--- src/rtl/writeback_arbiter_pkg.sv ---
// Shared definitions for the writeback arbiter: functional-unit codes,
// GPR/data widths and the packed result entry stored in the per-unit FIFOs.
package writeback_arbiter_pkg;

    localparam int unsigned UNIT_FX         = 0;
    localparam int unsigned UNIT_FP         = 1;
    localparam int unsigned UNIT_LDST       = 2;
    localparam int unsigned UNIT_BRANCH     = 3;
    localparam int unsigned UNIT_CODE_WIDTH = 2;

    localparam int unsigned GPR_ADDR_WIDTH  = 5;
    localparam int unsigned WB_DATA_WIDTH   = 64;

    typedef struct packed {
        logic [GPR_ADDR_WIDTH-1:0] reg_addr;
        logic [WB_DATA_WIDTH-1:0]  data;
    } wb_result_t;

endpackage

--- src/rtl/writeback_arbiter_fifo.sv ---
// Single-clock FIFO with count/full/empty flags and synchronous reset.
// DEPTH must be a power of two so the pointers wrap naturally.
module wb_fifo #(
    parameter int unsigned DEPTH = 2,
    parameter int unsigned WIDTH = 8
) (
    input  logic                     clk,
    input  logic                     rst,
    input  logic                     push,
    input  logic [WIDTH-1:0]         wdata,
    input  logic                     pop,
    output logic [WIDTH-1:0]         rdata,
    output logic [$clog2(DEPTH):0]   count,
    output logic                     full,
    output logic                     empty
);

    localparam int unsigned PTR_W = $clog2(DEPTH);

    logic [WIDTH-1:0] mem [DEPTH];
    logic [PTR_W-1:0] wr_ptr;
    logic [PTR_W-1:0] rd_ptr;
    logic             do_push;
    logic             do_pop;

    assign full    = (count == (PTR_W+1)'(DEPTH));
    assign empty   = (count == '0);
    assign do_push = push && !full;
    assign do_pop  = pop && !empty;
    assign rdata   = mem[rd_ptr];

    always_ff @(posedge clk) begin
        if (rst) begin
            wr_ptr <= '0;
            rd_ptr <= '0;
            count  <= '0;
        end else begin
            if (do_push) wr_ptr <= wr_ptr + PTR_W'(1);
            if (do_pop)  rd_ptr <= rd_ptr + PTR_W'(1);
            if (do_push && !do_pop)      count <= count + (PTR_W+1)'(1);
            else if (!do_push && do_pop) count <= count - (PTR_W+1)'(1);
        end
    end

    always_ff @(posedge clk) begin
        if (do_push) mem[wr_ptr] <= wdata;
    end

endmodule

--- src/rtl/writeback_arbiter.sv ---
// Per-unit result FIFOs round-robin arbitrated onto the single GPR write port.
// Optional per-unit stall counters are built only when WB_PERF_COUNTERS_EN is defined.
module writeback_arbiter
    import writeback_arbiter_pkg::*;
#(
    parameter int unsigned NUM_UNITS  = 4,
    parameter int unsigned DATA_WIDTH = WB_DATA_WIDTH,
    parameter int unsigned REG_WIDTH  = GPR_ADDR_WIDTH,
    parameter int unsigned FIFO_DEPTH = 2,
    parameter int unsigned CNT_WIDTH  = 32
) (
    input  logic                            clock_i,
    input  logic                            reset_i,
    input  logic [NUM_UNITS-1:0]            resValid_i,
    output logic [NUM_UNITS-1:0]            resReady_o,
    input  logic [NUM_UNITS*REG_WIDTH-1:0]  resRegAddr_i,
    input  logic [NUM_UNITS*DATA_WIDTH-1:0] resData_i,
    output logic                            wbEnable_o,
    output logic [REG_WIDTH-1:0]            wbRegAddr_o,
    output logic [DATA_WIDTH-1:0]           wbData_o,
    output logic [UNIT_CODE_WIDTH-1:0]      wbUnit_o,
    output logic [NUM_UNITS*CNT_WIDTH-1:0]  stallCount_o
);

    localparam int unsigned IDX_W   = (NUM_UNITS > 1) ? $clog2(NUM_UNITS) : 1;
    localparam int unsigned ENTRY_W = REG_WIDTH + DATA_WIDTH;
    localparam int unsigned FILL_W  = $clog2(FIFO_DEPTH) + 1;

    logic [NUM_UNITS-1:0] fifo_push;
    logic [NUM_UNITS-1:0] fifo_pop;
    logic [NUM_UNITS-1:0] fifo_full;
    logic [NUM_UNITS-1:0] fifo_empty;
    logic [FILL_W-1:0]    fifo_count [NUM_UNITS];
    logic [ENTRY_W-1:0]   fifo_head  [NUM_UNITS];

    logic [IDX_W-1:0]     rr_ptr;
    logic [IDX_W-1:0]     grant_idx;
    logic                 grant_valid;

    for (genvar u = 0; u < NUM_UNITS; u++) begin : g_unit
        // Ready comes from the registered fill level only, so a full FIFO
        // never accepts in the cycle it is popped.
        assign resReady_o[u] = (fifo_count[u] < FILL_W'(FIFO_DEPTH));
        assign fifo_push[u]  = resValid_i[u] && !fifo_full[u];
        assign fifo_pop[u]   = grant_valid && (grant_idx == IDX_W'(u));

        wb_fifo #(
            .DEPTH (FIFO_DEPTH),
            .WIDTH (ENTRY_W)
        ) u_fifo (
            .clk   (clock_i),
            .rst   (reset_i),
            .push  (fifo_push[u]),
            .wdata ({resRegAddr_i[u*REG_WIDTH +: REG_WIDTH], resData_i[u*DATA_WIDTH +: DATA_WIDTH]}),
            .pop   (fifo_pop[u]),
            .rdata (fifo_head[u]),
            .count (fifo_count[u]),
            .full  (fifo_full[u]),
            .empty (fifo_empty[u])
        );
    end

    always_comb begin
        grant_valid = 1'b0;
        grant_idx   = '0;
        for (int unsigned i = 1; i <= NUM_UNITS; i++) begin
            if (!grant_valid && !fifo_empty[IDX_W'((32'(rr_ptr) + i) % NUM_UNITS)]) begin
                grant_valid = 1'b1;
                grant_idx   = IDX_W'((32'(rr_ptr) + i) % NUM_UNITS);
            end
        end
    end

    always_ff @(posedge clock_i) begin
        if (reset_i) begin
            rr_ptr      <= IDX_W'(NUM_UNITS - 1);
            wbEnable_o  <= 1'b0;
            wbRegAddr_o <= '0;
            wbData_o    <= '0;
            wbUnit_o    <= '0;
        end else begin
            wbEnable_o <= grant_valid;
            if (grant_valid) begin
                rr_ptr                  <= grant_idx;
                {wbRegAddr_o, wbData_o} <= fifo_head[grant_idx];
                wbUnit_o                <= UNIT_CODE_WIDTH'(grant_idx);
            end
        end
    end

`ifdef WB_PERF_COUNTERS_EN
    for (genvar u = 0; u < NUM_UNITS; u++) begin : g_stall
        logic [CNT_WIDTH-1:0] stall_cnt;

        always_ff @(posedge clock_i) begin
            if (reset_i) begin
                stall_cnt <= '0;
            end else if (resValid_i[u] && !resReady_o[u] && (stall_cnt != '1)) begin
                stall_cnt <= stall_cnt + CNT_WIDTH'(1);
            end
        end

        assign stallCount_o[u*CNT_WIDTH +: CNT_WIDTH] = stall_cnt;
    end
`else
    assign stallCount_o = '0;
`endif

endmodule

--- config.mk ---
export PLATFORM = sky130hd
export DESIGN_NAME = writeback_arbiter
export DESIGN_NICKNAME = d
export VERILOG_FILES = /design/src/rtl/writeback_arbiter_pkg.sv /design/src/rtl/writeback_arbiter_fifo.sv /design/src/rtl/writeback_arbiter.sv
export SDC_FILE = /design/constraint.sdc
export NUM_CORES = 1
export LEC_CHECK = 0
export ABC_CLOCK_PERIOD_IN_PS = 3100
export CAP_MARGIN = 15
export CORE_UTILIZATION = 37
export CTS_CLUSTER_DIAMETER = 200
export DETAILED_ROUTE_END_ITERATION = 16
export SLEW_MARGIN = 20
export SYNTH_ARGS = -nofsm -noshare
export SYNTH_HDL_FRONTEND = slang
export SYNTH_HIERARCHICAL = 1
export SYNTH_SLANG_ARGS = --single-unit
--- constraint.sdc ---
create_clock -name clock_i -period 3.1 [get_ports clock_i]
set_input_delay 0.465 -clock clock_i [delete_from_list [all_inputs] [get_ports clock_i]]
set_output_delay 0.465 -clock clock_i [all_outputs]
set_load 0.01 [all_outputs]
Word-level counts from Yosys, hierarchy flattened:

Memories as Yosys holds them, arrays and structs flattened. A register that Yosys moved wholly into a read port is not among the register bits.
Cells that the tools add are included.
W data, S select, Z words.

* word-level logic and storage cells: 158
* bits in registers: 90
* output and inout bits: 204
* bits of input ports: 282
* RAM bits: 552
* memories: 4

* equal/unequal tests: 7
* mux-type cells: 43
* reduce and logical (&&, ||, !) cells: 57
* $add $sub $neg: 20
* magnitude comparators: 9
* bitwise gates (word level): 1

Memory list
* g_unit[0].u_fifo.mem: words 2, width 69, read ports 1, clocked after Yosys merged registers in 1, write ports 1, RTL line writeback_arbiter_fifo.sv:20 `logic [WIDTH-1:0] mem [DEPTH];`
* g_unit[1].u_fifo.mem: words 2, width 69, read ports 1, clocked after Yosys merged registers in 1, write ports 1, RTL line writeback_arbiter_fifo.sv:20
* g_unit[2].u_fifo.mem: words 2, width 69, read ports 1, clocked after Yosys merged registers in 1, write ports 1, RTL line writeback_arbiter_fifo.sv:20
* g_unit[3].u_fifo.mem: words 2, width 69, read ports 1, clocked after Yosys merged registers in 1, write ports 1, RTL line writeback_arbiter_fifo.sv:20

Operators by type and width (count)
* $bmux W69 S2: 1
* $mux W69: 2
* $logic_and A1 B1 Y1: 27
* $mux W1: 24
* $mux W2: 12
* $logic_not A1 Y1: 21
* $add A2 B1 Y2 const B: 6
* $eq A2 B2 Y1 const B: 6
* $lt A2 B3 Y1 const B: 4
* $logic_not A2 Y1: 5
* $add A1 B1 Y1 const B: 8
* $bmux W1 S2: 4
* $lt A2 B2 Y1 const B: 4
* $reduce_bool A2 Y1: 4
* $sub A2 B1 Y2 const B: 4
* $add A2 B2 Y2 const B: 2
* $ge A3 B3 Y1 const B: 1
* $not A2 Y3: 1
* $eq A2 B1 Y1 const B: 1

Depth between registers and ports, before layout:

* depth in word-level cells: 18
* mapped depth: 14
* mapped depth without buffers: 10

By module:

The synthesis kept the hierarchy.

Modules (own cells, without submodules)
* wb_fifo: cells an instance 240, area each 5235.0 um2, seq. area each 4244.1 um2, times used 4
* writeback_arbiter: cells an instance 658, area each 5721.7 um2, seq. area each 1481.4 um2, times used 1

Least setup slack after synthesis:

Ideal clock, no wire load.

* kind: reg-to-reg
* start point: register g_unit[0].u_fifo.count[1]
* end point: memory g_unit[0].u_fifo/mem[1][0] in the netlist's numbering (enable)
* setup time: 435 ps
* arrival: 2410 ps
* path slack: 255 ps
* cell stages (with the launch flop): 6
* path through: dfxtp_1 -> nor2b_2 -> nor2b_1 -> inv_1 -> nor2_1 -> and2_1

* longest elaborated chain between the ends: 6

RTL lines
* start, declared: RTL line writeback_arbiter_fifo.sv:13 `output logic [$clog2(DEPTH):0] count,`
* start signal, assigned: RTL line writeback_arbiter_fifo.sv:40 `if (do_push && !do_pop) count <= count + (PTR_W+1)'(1);`
* start signal, assigned: RTL line writeback_arbiter_fifo.sv:41 `else if (!do_push && do_pop) count <= count - (PTR_W+1)'(1);`
* $eq A2 B2 Y1: RTL line writeback_arbiter_fifo.sv:26 `assign full = (count == (PTR_W+1)'(DEPTH));`
* named net fifo_full[0]: RTL line writeback_arbiter.sv:31 `logic [NUM_UNITS-1:0] fifo_full;`
* $logic_not A1 Y1: RTL line writeback_arbiter.sv:44 `assign fifo_push[u] = resValid_i[u] && !fifo_full[u];`
* $logic_and A1 B1 Y1: RTL line writeback_arbiter.sv:44
* named net fifo_push[0]: RTL line writeback_arbiter.sv:29 `logic [NUM_UNITS-1:0] fifo_push;`
* $logic_and A1 B1 Y1: RTL line writeback_arbiter_fifo.sv:28 `assign do_push = push && !full;`
* named net g_unit[0].u_fifo.do_push: RTL line writeback_arbiter_fifo.sv:23 `logic do_push;`
* $mux W1: RTL line writeback_arbiter_fifo.sv:46 `if (do_push) mem[wr_ptr] <= wdata;`
* $mux W1 (implied by the code): RTL line writeback_arbiter_fifo.sv:46
* end, declared: RTL line writeback_arbiter_fifo.sv:20

The timed path passes the listed nets, and every way through them passes these cells.

Worst setup path in the final report:

* start point: register g_unit[3].u_fifo.count[0]
* end point: register g_unit[2].u_fifo.count[1]

* longest elaborated chain between the ends: 18

RTL lines
* start, declared: RTL line writeback_arbiter_fifo.sv:13
* start signal, assigned: RTL line writeback_arbiter_fifo.sv:40
* start signal, assigned: RTL line writeback_arbiter_fifo.sv:41
* $logic_not A2 Y1 *: RTL line writeback_arbiter_fifo.sv:27 `assign empty = (count == '0);`
* named net fifo_empty[3]: RTL line writeback_arbiter.sv:32 `logic [NUM_UNITS-1:0] fifo_empty;`
* $bmux W1 S2: RTL line writeback_arbiter.sv:67 `if (!grant_valid && !fifo_empty[IDX_W'((32'(rr_ptr) + i) % NUM_UNITS)]) begin`
* $mux W1 (implied by the code): RTL line writeback_arbiter.sv:67
* $logic_not A1 Y1: RTL line writeback_arbiter.sv:67
* $logic_and A1 B1 Y1: RTL line writeback_arbiter.sv:67
* $mux W1: RTL line writeback_arbiter.sv:67
* $logic_not A1 Y1: RTL line writeback_arbiter.sv:67
* [... 4 more ...]
* $mux W2: RTL line writeback_arbiter.sv:67
* $eq A2 B2 Y1: RTL line writeback_arbiter.sv:45 `assign fifo_pop[u] = grant_valid && (grant_idx == IDX_W'(u));`
* $logic_and A1 B1 Y1 *: RTL line writeback_arbiter.sv:45
* named net fifo_pop[2]: RTL line writeback_arbiter.sv:30 `logic [NUM_UNITS-1:0] fifo_pop;`
* $logic_and A1 B1 Y1 *: RTL line writeback_arbiter_fifo.sv:29 `assign do_pop = pop && !empty;`
* $logic_not A1 Y1: RTL line writeback_arbiter_fifo.sv:40
* $logic_and A1 B1 Y1: RTL line writeback_arbiter_fifo.sv:40
* $mux W2 or $reduce_bool A2 Y1 (tied branches)
* end signal, assigned: RTL line writeback_arbiter_fifo.sv:40
* end signal, assigned: RTL line writeback_arbiter_fifo.sv:41
* end, declared: RTL line writeback_arbiter_fifo.sv:13

Mark *: on every way through the listed nets, which the timed path passes. The rest lies on a longest branch. The select of a mux whose other input is x is not followed.
A chain may end at the register's enable or synchronous reset.

==> flow_metrics.env <==
export IMPL_outcome="complete, no violations"
export IMPL_timing_critical_path_cells="nor2_1 > nor2_1 > o21a_4 > nor3_4 > and3_1 > o21ai_0 > ha_1 > or3_1 > a21oi_1"
export IMPL_cts_resized_gates=0
export IMPL_maxCapViolations=0
export IMPL_part_of_the_power_in_registers_pct=38.9
export IMPL_post_synth_top_area_fraction_pct=62.2
export IMPL_layout_filler_cells=6112
export IMPL_sum_of_net_half_perimeters_after_detailed_placement_mm=44.1
export IMPL_fin_worst_hold_slack_ns=0.444
export IMPL_synthesis_area_per_instance_sq_um=16.5
export IMPL_avgViaCountPerCell=4.97
export IMPL_maximum_number_of_pins_on_one_net_before_global_route_repair=70
export IMPL_critical_path_peak_fanout=7
export IMPL_placementRows=98
export IMPL_syn_area_sq_um=26700
export IMPL_cts_post_setup_buffers_inserted=0
export IMPL_post_synth_top_area_cell="edfxtp_1"
export IMPL_clock_tree_from_tritoncts="done"
export IMPL_dominantRegCellSynth="edfxtp_1"
export IMPL_power_ir_vdd_worst_mv=0.916
export IMPL_gp_congestion=0.780
export IMPL_synth_yosys_warnings=6
export IMPL_io_buffers=357
export IMPL_power_leakage_uw=0.0119
export IMPL_worst_skew_pair_late_latency_ns=0.60
export IMPL_dieArea_sq_um=73100
export IMPL_critical_path_max_stage_delay_ns=0.42
export IMPL_timing_final_crit_period_ns=2.81
export IMPL_groute_usage_overall_pct=18.4
export IMPL_setup_viol_count_final=0
export IMPL_synth_seq_cells=646
export IMPL_drc_errors=0
export IMPL_p_per_area_nw_per_um2=957
export IMPL_totalNegativeSetupSlack_ns=0
export IMPL_detail_route_wirelength_mm=67.8
export IMPL_startpoint_type="flop"
export IMPL_number_of_global_route_vias_before_repair=15400
export IMPL_via_count=14900
export IMPL_clock_tree_root_cell="clkbuf_16"
export IMPL_maxClockFrequency_ghz=0.356
export IMPL_netSwitchingPower_uw=10400
export IMPL_global_route_wire_length_before_repair_mm=99.6
export IMPL_worst_pin_slew_ns=1.03
export IMPL_final_antenna_net_count=0
export IMPL_cts_sinks=646
export IMPL_timing_critical_path_buf_inv=0
export IMPL_detailed_place_area_sq_um=30900
export IMPL_clkSlewWorstSetupHoldPaths_ns=0.06
export IMPL_sequential_cell_area_sq_um=18500
export IMPL_cts_htree_levels=3
export IMPL_die_h_microns=270
export IMPL_final_max_slew_violation_count=0
export IMPL_core_region_area_sq_um=71400
export IMPL_finish_net_count=2273
export IMPL_maxSlewHeadroom_pct=31.4
export IMPL_drt_first_pass_iters=5
export IMPL_post_synth_num_cell_types=37
export IMPL_post_synthesis_instance_total=1618
export IMPL_share_of_total_power_in_the_clock_network_pct=27.4
export IMPL_syn2layout_area_growth_pct=25.2
export IMPL_clock_path_buffers=3
export IMPL_cpMaxStageDelayCell="nor2_1"
export IMPL_post_route_cell_area_sq_um=33400
export IMPL_timing_hold_worst_class="primary input to flop"
export IMPL_critical_path_endpoint_type="flop"
export IMPL_detail_route_wl_per_cell_microns=22.6
export IMPL_synthTopCellsByCount="edfxtp_1 (552), mux2_2 (236), buf_4 (128)"
export IMPL_fin_crit_sh_pct=90.6
export IMPL_grt_setup_unrepaired="false"
export IMPL_worst_path_dominant_cell_family="simple AND/OR/NAND/NOR gates"
export IMPL_grt_antenna_before_repair=21
export IMPL_power_switching_share_pct=32.4
export IMPL_die_w_microns=270
export IMPL_synth_sequential_area_ratio_pct=69.2
export IMPL_cts_hold_buffers_added=0
export IMPL_setup_worst_path_class="flop to flop"
export IMPL_critical_path_required_ns=3.62
export IMPL_initial_utilization_pct=37.4
export IMPL_internal_power_uw=21600
export IMPL_most_used_cell_along_the_critical_path="nor2_1"
export IMPL_post_route_util_pct=46.8
export IMPL_drt_initial_drc_count=1026
export IMPL_synth_async_sr_flop_share_pct=0
export IMPL_multiInputGateArea_sq_um=7060
export IMPL_worst_ep_arrival_time_ns=3.33
export IMPL_grt_ovfl_total=0
export IMPL_final_hold_violation_count=0
export IMPL_power_frac_comb_pct=33.7
export IMPL_total_cts_buffers=71
export IMPL_dp_slack_ns=0.331
export IMPL_synth_edf_count=552
export IMPL_setup_slack_ns=0.291
export IMPL_fin_skew_ns=0.0211
export IMPL_num_io_pins=486
export IMPL_final_layout_size_suffix_gt1_share_pct=22.3
export IMPL_synth_most_common_cell="edfxtp_1"
export IMPL_synthTopCellsByArea="edfxtp_1 (62%), mux2_2 (10%), dfxtp_1 (7.1%), buf_4 (3.6%), mux2i_1 (2.6%)"
==> metal layers <==
metal / vias up / track usage (%) / wire, microns / part of all wire, %
met1: 7483 / 22.6 / 28200 / 42
met2: 498 / 31.5 / 33800 / 50
met4: 26 / 6.04 / 1520 / 2.2
li1: 6792 / - / - / -
met5: - / 0 / 157 / 0.23
met3: 108 / 4.66 / 4130 / 6.1
==> state kept, by name, indices dropped and copies added, names as in the netlist, named ones only <==
name and count:
g_unit.u_fifo/count 8, g_unit.u_fifo/mem 552, g_unit.u_fifo/rd_ptr 4, g_unit.u_fifo/wr_ptr 4, rr_ptr 2, wbData_o 64
wbEnable_o 1, wbRegAddr_o 5, wbUnit_o 2
==> cell usage in the layout (no fill, tap or decap), drive strengths merged <==
cell and instances:
nand3 1, or3 9, clkinvlp 5, conb 128, o21ai 13, mux2 276, and2 5, mux2i 69
a211oi 1, xor2 12, a21oi 14, inv 14, clkbuf 90, o311a 69, or2 1, clkinv 25
nand2b 1, diode 5, clkdlybuf4s50 357, a31oi 69, and2b 1, nand2 75, o211ai 70, dfxtp 94
o21a 1, nor3 1, ha 4, and3 2, edfxtp 552, nor2 26, bufinv 10, buf 40
nor2b 9, o211a 1
==> through the flow <==
| step | power [uW] | std cells |
|---|---|---|
| after floorplan | 19900 | 1745 |
| after global placement | 23300 | 2864 |
| after detailed placement | 23500 | 2864 |
| after CTS | 32400 | 2995 |
| after global routing | 33500 | 3000 |
| final | 31900 | 3000 |
==> worst register-to-register path, stage by stage, from the launching register on <==
cell	delay, ns
dfxtp_1	0.36
nor2_1	0.42
nor2_1	0.12
o21a_4	0.25
nor3_4	0.37
and3_1	0.22
o21ai_0	0.14
ha_1	0.35
or3_1	0.35
a21oi_1	0.14
==> path summary, 6_finish.rpt <==
kind,startpoint,endpoint,slack [ns],depth (start not counted)
max,g_unit[3].u_fifo/count[0]$_SDFFE_PP0P_,g_unit[2].u_fifo/count[1]$_SDFFE_PP0P_,0.29,9
max reg2reg,g_unit[3].u_fifo/count[0]$_SDFFE_PP0P_,g_unit[2].u_fifo/count[1]$_SDFFE_PP0P_,0.29,9
min,resData_i[249],g_unit[3].u_fifo/mem[0][57]$_DFFE_PP_,0.44,1
min reg2reg,wbUnit_o[1]$_SDFFE_PP0P_,wbUnit_o[1]$_SDFFE_PP0P_,0.48,2
==> final cells by class <==
class	instances	area share (%)
antenna	5	0.0375
clock buffer	90	5.91
clock inverter	41	1.45
inverter	13	0.176
multi-input combinational	858	21.2
sequential	646	55.3
tap	950	3.56
timing repair buffer	397	12.4
==> power groups by stage <==
stage | sequential [uW] | clock (uW) | combinational (uW)
after global placement | 12500 | 0 | 10700
after CTS | 12400 | 9000 | 10900
final | 12400 | 8760 | 10800
after floorplan | 12300 | 0 | 7590
after detailed placement | 12600 | 0 | 10900
after global routing | 12600 | 9310 | 11500
==> logic make-up (layout without fill, tap and decap cells) <==
group | Yosys count | after routing | synth area share (%)
flops | 646 | 646 | 69.2
fa+ha+maj | 4 | 4 | 0.188
other cells | 1 | 133 | 0.0141
simple gates | 131 | 131 | 2.18
xor+xnor | 12 | 12 | 0.394
buf+inv | 241 | 541 | 6.30
compound gates | 238 | 238 | 6.88
mux | 345 | 345 | 14.8
No activity file was read; power rests on OpenSTA's default activity.
